==> src/rtl/transmitter_core_if.sv <==
// Byte handshake between a producer (master) and the UART transmitter core (slave).
interface transmitter_core_if;
  logic [7:0] tx_data;
  logic       tx_valid;
  logic       tx_ready;

  modport master (output tx_data, output tx_valid, input tx_ready);
  modport slave  (input tx_data, input tx_valid, output tx_ready);
endinterface

==> src/rtl/transmitter_core.sv <==
// UART transmitter: start bit, 8 data bits LSB first, optional even parity, one stop bit.
// Define TX_PARITY_EN to insert the even-parity bit (8E1); the default build is 8N1.
module transmitter_core #(
  parameter int unsigned CLK_DIV = 434
) (
  input  logic               sys_clk,
  input  logic               rst_n,
  transmitter_core_if.slave  tx_if,
  output logic               serial_data_out,
  output logic               busy
);

  localparam int unsigned CNT_W = 16;

  typedef enum logic [2:0] {
    S_IDLE,
    S_START,
    S_DATA,
`ifdef TX_PARITY_EN
    S_PARITY,
`endif
    S_STOP
  } state_e;

  state_e           state_q;
  logic [CNT_W-1:0] cnt_q;
  logic [2:0]       bit_idx_q;
  logic [7:0]       shift_q;
  logic             line_q;
  logic             ready_q;
  logic             busy_q;

  logic accept;
  logic bit_end;

  assign accept          = tx_if.tx_valid && ready_q;
  assign bit_end         = (cnt_q == CNT_W'(CLK_DIV - 1));
  assign tx_if.tx_ready  = ready_q;
  assign serial_data_out = line_q;
  assign busy            = busy_q;

  // Frame sequencer; the line value for each bit is registered on the edge that enters it.
  always_ff @(posedge sys_clk or negedge rst_n) begin
    if (!rst_n) begin
      state_q   <= S_IDLE;
      cnt_q     <= '0;
      bit_idx_q <= '0;
      shift_q   <= '0;
      line_q    <= 1'b1;
      ready_q   <= 1'b1;
      busy_q    <= 1'b0;
    end else begin
      if (state_q != S_IDLE) begin
        cnt_q <= bit_end ? '0 : cnt_q + CNT_W'(1);
      end

      unique case (state_q)
        S_IDLE: begin
          if (accept) begin
            state_q   <= S_START;
            cnt_q     <= '0;
            bit_idx_q <= '0;
            shift_q   <= tx_if.tx_data;
            line_q    <= 1'b0;
            ready_q   <= 1'b0;
            busy_q    <= 1'b1;
          end
        end
        S_START: begin
          if (bit_end) begin
            state_q <= S_DATA;
            line_q  <= shift_q[0];
          end
        end
        S_DATA: begin
          if (bit_end) begin
            if (bit_idx_q == 3'd7) begin
`ifdef TX_PARITY_EN
              state_q <= S_PARITY;
              line_q  <= ^shift_q;
`else
              state_q <= S_STOP;
              line_q  <= 1'b1;
`endif
            end else begin
              bit_idx_q <= bit_idx_q + 3'd1;
              line_q    <= shift_q[bit_idx_q + 3'd1];
            end
          end
        end
`ifdef TX_PARITY_EN
        S_PARITY: begin
          if (bit_end) begin
            state_q <= S_STOP;
            line_q  <= 1'b1;
          end
        end
`endif
        S_STOP: begin
          if (bit_end) begin
            state_q <= S_IDLE;
            ready_q <= 1'b1;
            busy_q  <= 1'b0;
          end
        end
        default: begin
          state_q <= S_IDLE;
          line_q  <= 1'b1;
          ready_q <= 1'b1;
          busy_q  <= 1'b0;
        end
      endcase
    end
  end

endmodule

==> src/flat_wrapper.sv <==
// flat-port wrapper written by rule: the top's interface ports become plain ports
module transmitter_core_flat 
#(
  parameter int unsigned CLK_DIV = 434
)
  (sys_clk, rst_n, serial_data_out, busy, tx_if_tx_data, tx_if_tx_valid, tx_if_tx_ready);
  transmitter_core_if tx_if_i ();
  input  logic sys_clk;
  input  logic rst_n;
  output logic serial_data_out;
  output logic busy;
  input wire logic [$bits(tx_if_i.tx_data)-1:0] tx_if_tx_data;
  input wire logic [$bits(tx_if_i.tx_valid)-1:0] tx_if_tx_valid;
  output wire logic [$bits(tx_if_i.tx_ready)-1:0] tx_if_tx_ready;
  assign tx_if_i.tx_data = tx_if_tx_data;
  assign tx_if_i.tx_valid = tx_if_tx_valid;
  assign tx_if_tx_ready = tx_if_i.tx_ready;
  transmitter_core #(.CLK_DIV(CLK_DIV)) u_core (.sys_clk(sys_clk), .rst_n(rst_n), .tx_if(tx_if_i), .serial_data_out(serial_data_out), .busy(busy));
endmodule
==> config.mk <==
export PLATFORM = sky130hd
export DESIGN_NAME = transmitter_core_flat
export DESIGN_NICKNAME = d
export VERILOG_FILES = /design/src/rtl/transmitter_core_if.sv /design/src/rtl/transmitter_core.sv /design/src/flat_wrapper.sv
export SDC_FILE = /design/constraint.sdc
export NUM_CORES = 1
export LEC_CHECK = 0
export CAP_MARGIN = 20
export CORE_UTILIZATION = 50
export CTS_BUF_LIST = sky130_fd_sc_hd__clkbuf_8
export CTS_CLUSTER_SIZE = 30
export DETAILED_ROUTE_END_ITERATION = 8
export MAX_ROUTING_LAYER = met4
export PLACE_DENSITY = 0.8
export SYNTH_ARGS = -nofsm -noshare
export SYNTH_HDL_FRONTEND = slang
export SYNTH_SLANG_ARGS = --single-unit
==> constraint.sdc <==
create_clock -name sys_clk -period 1.75 [get_ports sys_clk]
set_clock_uncertainty 0.1 [all_clocks]
set_input_delay 0.35 -clock sys_clk [delete_from_list [all_inputs] [get_ports sys_clk]]
set_output_delay 0.35 -clock sys_clk [all_outputs]
set_load 0.01 [all_outputs]
# Yosys cells after proc, flatten, opt, wreduce, memory -nomap -nowiden
# Cells that the tools add are included.
# W data, S select, Z words.
word_totals:
  memories: 0
  out_inout_bits: 3
  inputBits: 11
  regBits: 33
  mem_bits_ro: 0
  elab_cells: 59
  latch_bits: 0
  ram_bits: 0
op_classes:
  add_sub_neg: 2
  n_reduce_logical: 10
  bitwise_logic: 2
  n_eq_ne: 11
  n_mux: 26
  order_cmp: 1
  shifts: 0
  n_mul: 0
  div_mod_pow: 0
op_table:
  columns: ["op", "count"]
  rows:
  - ["$mux W16", 4]
  - ["$mux W3", 8]
  - ["$add A16 B1 Y16 const B", 1]
  - ["$eq A16 B9 Y1 const B", 1]
  - ["$pmux W3 S4", 1]
  - ["$ne A2 B1 Y1 const B", 5]
  - ["$mux W1", 8]
  - ["$reduce_and A4 Y1", 2]
  - ["$eq A3 B2 Y1 const B", 2]
  - ["$pmux W1 S3", 2]
  - ["$pmux W3 S2", 1]
  - ["$reduce_and A5 Y1", 1]
  - ["$lt A3 B4 Y1 const B", 1]
  - ["$pmux W1 S4", 1]
  - ["$add A3 B1 Y3 const B", 1]
  - ["$bmux W1 S3", 1]
  - ["$eq A3 B1 Y1 const B", 1]
  - ["$eq A3 B3 Y1 const B", 1]
  - ["$logic_not A3 Y1", 1]
  - ["$reduce_and A3 Y1", 1]
  - ["$reduce_bool A3 Y1", 1]
  - ["$ne A2 B2 Y1 const B", 1]
  - ["$not A1 Y1", 2]
  - ["$reduce_and A2 Y1", 1]
  - ["other kinds (3)", 3]

# Longest topological paths before layout
logic_depth:
  depth_word: 6
  ltp_mapped: 8
  ltp_nobuf: 7

# Least setup slack after synthesis
# No wires, ideal clock.
synth_path:
  kind: "flip-flop to flip-flop"
  startpoint: "register u_core.state_q[0]"
  endpoint: "register u_core.bit_idx_q[2]"
  required_ns: 1.529
  period_less_slack_ns: 1.881
  path_stages_with_launch: 7
  path_buffers: 1
  setup_slack_ns: -0.131
  arrival_ns: 1.660
  setup_ns: 0.121
  cell_sequence: "dfrtp_1 inv_1 ha_1 clkbuf_1 nand3_1 a22o_1 a22o_1"
synth_via:
  elab_chain_len: 3
  elab_cells_between_ends: 8
  classes_between: "eq/ne (4); mux (1); reduce/logical (3)"
synth_lines:
  columns: ["element", "line_no", "rtl"]
  rows:
  - ["from (decl)", "transmitter_core.sv:25", "state_e state_q;"]
  - ["from (signal assigned)", "transmitter_core.sv:45", "state_q <= S_IDLE;"]
  - ["from (signal assigned)", "transmitter_core.sv:60", "state_q <= S_START;"]
  - ["from (signal assigned)", "transmitter_core.sv:71", "state_q <= S_DATA;"]
  - ["$eq A3 B2 Y1 / $logic_not A3 Y1 (equally long branches)", "transmitter_core.sv:57", "unique case (state_q)"]
  - ["$ne A2 B2 Y1 (no line) (tied with other cells)", null, null]
  - ["$reduce_and A4 Y1 (no line)", null, null]
  - ["to (signal assigned)", "transmitter_core.sv:86", "bit_idx_q <= bit_idx_q + 3'd1;"]
  - ["to (decl)", "transmitter_core.sv:27", "logic [2:0] bit_idx_q;"]
# Parallel ways exist; a longest one is shown, timed or not.
# A chain may end at the register's enable or synchronous reset.

# Worst setup path in the final report
layout_path:
  startpoint: "register u_core.state_q[0]"
  endpoint: "register u_core.bit_idx_q[1]"
# The elaborated chain is that of the path after synthesis.

==> impl_summary.log <==
[metrics] outcome: complete, but fails checks
[metrics] violations in the final reports: negative setup slack
[metrics] number of primary I/O pins: 14
[metrics] Post-Synthesis Net Count: about 190
[metrics] H-Tree Depth: 2
[metrics] count of cell types in the netlist: 41
[metrics] top area cells in the synthesized netlist: dfrtp_1 (41%), o21ai_0 (6.9%), ha_1 (6.2%)
[metrics] Root Driver: clkbuf_8
[metrics] shortest clock period the worst path allows after layout: 1.94 ns
[metrics] pin count of the biggest net entering global routing: 33
[metrics] Final setup violation count: 29
[metrics] crit path to: u_core.bit_idx_q[1]$_DFFE_PN0P_
[metrics] VDD IR max: 0.886 mV
[metrics] starting density of the core: between 50% and 60%
[metrics] detailed-routing iteration count for the pre-antenna-repair pass: 4
[metrics] number of violations of the max-capacitance limit: 0
[metrics] transition time at the pin with the least slew margin: between 0.3 and 0.4 ns
[metrics] Sink Count: 32
[metrics] Setup crit start kind: flop
[metrics] ratio of cells with drive above 1 in the final layout: between 40 and 50%
[metrics] die width: 62.2 um
[metrics] total length of routed met2 wires: about 2.9 mm
[metrics] post-route worst setup slack: -0.188 ns
[metrics] share of the clock period used by the worst path: 111%
[metrics] die outline height: slightly above 60 um
[metrics] overall power of the completed layout: roughly 4.1 mW
[metrics] layout-stage area growth over the synthesis result: 47.8%
[metrics] type of destination of the critical path: flop
[metrics] # DRC: 0
[metrics] overall overflow remaining after global route: 0
[metrics] area share of the largest cell type after synthesis: 41.5%
[metrics] endpoint arrival time on the critical path: between 2 and 2.5 ns
[metrics] f_max: around 0.52 GHz
[metrics] launch point of the worst reg-to-reg path: u_core.state_q[0]$_DFFE_PN0P_
[metrics] Clock Tree Buf Depth: 2
[metrics] Req. time, crit path: around 1.8 ns
[metrics] worst-case reg-to-reg path depth: 7
[metrics] critical path fanouts, max: 13
[metrics] aggregate global-route resource usage: 31.5%
[metrics] CTS Hold Bufs: 0
[metrics] ANT nets after route: 0
[metrics] #FFs+latches synth: 32
[metrics] Die ar.: 0.00386 sq mm
[metrics] Synthesis Warnings: 0
[metrics] Final TNS setup: -2.19 ns
[metrics] global placement routability congestion: 0.833
[metrics] worst hold-check path type: in2async
[metrics] clock input transition at the sequential cells of the worst setup and hold paths: approximately 0.07 ns
[metrics] proportion of synthesized chip area in sequential cells: 44.4%
[metrics] insertion delay of the later-clocked pin in the worst-skew pair: 0.29 ns
[metrics] DR iter-0 viols: approximately 130
[metrics] ANT cells: 0
[metrics] NumNets Final: ~250
[metrics] Lkg Pwr: about 1.2 nW
[metrics] power per cell area: ~1500 mW/mm^2
[metrics] Final Hold Violating Endpoints: 0
[metrics] mean instance size in the synthesized netlist: approximately 11 sq um
[metrics] antenna violations before repair: 0
[metrics] Std-Cell Rows: 21
[metrics] RSZ-0062 raised after global routing: yes
[metrics] number of enable-type register cells in the synthesized netlist: 0
[metrics] met3 layer wire length in the routed design: around 340 um
[metrics] Wirelength per Cell: 20.2 um
[metrics] vias in the first global route: approximately 1,800
[metrics] post-synthesis cell type with the largest combined area: dfrtp_1
[metrics] tightest slew margin relative to the limit: 77.6%
[metrics] total routed wirelength: ~5.7 mm
[metrics] worst hold-check slack: 0.317 ns
[metrics] Top FF cell, synth: dfrtp_1
[metrics] Worst Setup SP: u_core.state_q[0]$_DFFE_PN0P_
[metrics] CTS tree: built
[metrics] wire length of the first global-routing pass: between 8 and 9 mm
[metrics] total CTS buffers: 5
[metrics] capture instance of the worst register-to-register path: u_core.bit_idx_q[1]$_DFFE_PN0P_
[metrics] WL met1: 2.21 mm
[metrics] Highest Signal Layer: met4
[metrics] count of port buffers added during placement: 13
[metrics] share of async-settable or async-resettable flops after synthesis: between 90% and 100%
[metrics] register-to-register setup slack: -0.19 ns
[metrics] final number of max-transition violations: 0
[metrics] Post-Syn Instances: 172
[metrics] area of the mapped netlist: around 0.0018 sq mm
[metrics] count of vias placed by the detailed router: about 1,800
[metrics] Final HPWL DP: approximately 3.1 mm
[metrics] Worst Setup Path Type: reg2reg
[metrics] drt via density: about 6.3
[metrics] Floorplan Core Area: 0.00339 sq mm
## routing by layer
metal  up-vias  GRT usage (%)
li1        779              -
met1       851           36.7
met2       102           51.1
met3        29           6.25
met4         0           17.2
met5         -              -
## where the power goes
group          internal, mW  total [mW]  switching (mW)
combinational          1.19        2.25            1.06
sequential            0.967        1.13           0.164
clock                 0.416       0.699           0.283
total                  2.57        4.08            1.51
## cells in the final DEF (no fill, tap or decap), types with 7 or more instances in the layout
master | synthesis | layout
clkdlybuf4s50_1 | 0 | 11
dfrtp_1 | 30 | 29
o21ai_1 | 1 | 15
nand2_1 | 14 | 14
a21oi_1 | 9 | 8
o21ai_0 | 25 | 7
mux2_2 | 8 | 8
buf_6 | 0 | 7
buf_4 | 2 | 40
## metrics by stage
stage,setup slack [ns],std cells,util [%],instance area [sq um]
detailed placement,-0.193,257,66.6,2260
finish,-0.188,281,78.9,2670
floorplan,-0.0518,172,-,1830
CTS,-0.152,277,76.4,2590
global route,-0.266,281,78.9,2670
global placement,-0.141,257,66.6,2260
## cells by family (layout without fill, tap and decap cells)
kind of cell / Yosys count / count (layout) / synth area share (%)
xor+xnor: 2 / 2 / 0.968
simple gates: 46 / 46 / 16.7
flops: 32 / 32 / 44.4
buf+inv: 13 / 75 / 3.39
compound gates: 55 / 56 / 18.7
fa+ha+maj: 9 / 9 / 6.22
mux: 15 / 15 / 9.61
## sequential cells by signal, summed over array words and instances, names as in the netlist
name	cells
u_core.bit_idx_q	3
u_core.busy	1
u_core.cnt_q	16
u_core.serial_data_out	1
u_core.shift_q	8
u_core.state_q	2
u_core.tx_if.tx_ready	1
## cells in the mapped netlist (4+ instances only)
| cell type | n |
|---|---|
| buf_2 | 4 |
| nand2_1 | 14 |
| and4_1 | 4 |
| mux2i_1 | 5 |
| mux2_2 | 8 |
| and3_1 | 5 |
| inv_1 | 4 |
| nand4_1 | 5 |
| a22o_1 | 5 |
| nand3_1 | 6 |
| a21oi_1 | 9 |
| dfrtp_1 | 30 |
| ha_1 | 9 |
| o21ai_0 | 25 |
## worst min-delay path by stage
stage | depth (start not counted) | to | startpoint | slack (ns)
after CTS | 2 | u_core.cnt_q[7]$_DFF_PN0_ | rst_n | 0.32
after floorplan | 0 | u_core.bit_idx_q[0]$_DFFE_PN0P_ | rst_n | -0.05
after detailed placement | 1 | u_core.shift_q[5]$_DFFE_PN0P_ | u_core.shift_q[5]$_DFFE_PN0P_ | 0.39
after global placement | 2 | u_core.busy$_DFFE_PN0P_ | u_core.busy$_DFFE_PN0P_ | 0.39
final | 2 | u_core.cnt_q[1]$_DFF_PN0_ | rst_n | 0.32
after global routing | 2 | u_core.cnt_q[8]$_DFF_PN0_ | rst_n | 0.33
## critical path: stages (launching register included)
cell     delay, ns
dfrtp_1       0.43
inv_2         0.11
ha_2          0.29
and2_4        0.19
buf_4         0.21
nor3_2        0.09
a22o_1        0.18
a22o_1        0.22
## area by class of cell
type / count / area [sq um]
Multi-Input combinational cell: 128 / 1140
Sequential cell: 32 / 805
Fill cell: 191 / 716
Timing Repair Buffer: 63 / 552
Clock buffer: 5 / 68.8
Tap cell: 46 / 57.6
Clock inverter: 3 / 38.8
Inverter: 4 / 15.0
## timing repair
action                     in CTS  in global routing
setup buffers                  10                  7
pin swaps                      11                  7
gates resized for setup        42                 19
cloned                          2                  0
setup endpoints to repair      24                 32
No activity file was read; power rests on OpenSTA's default activity.
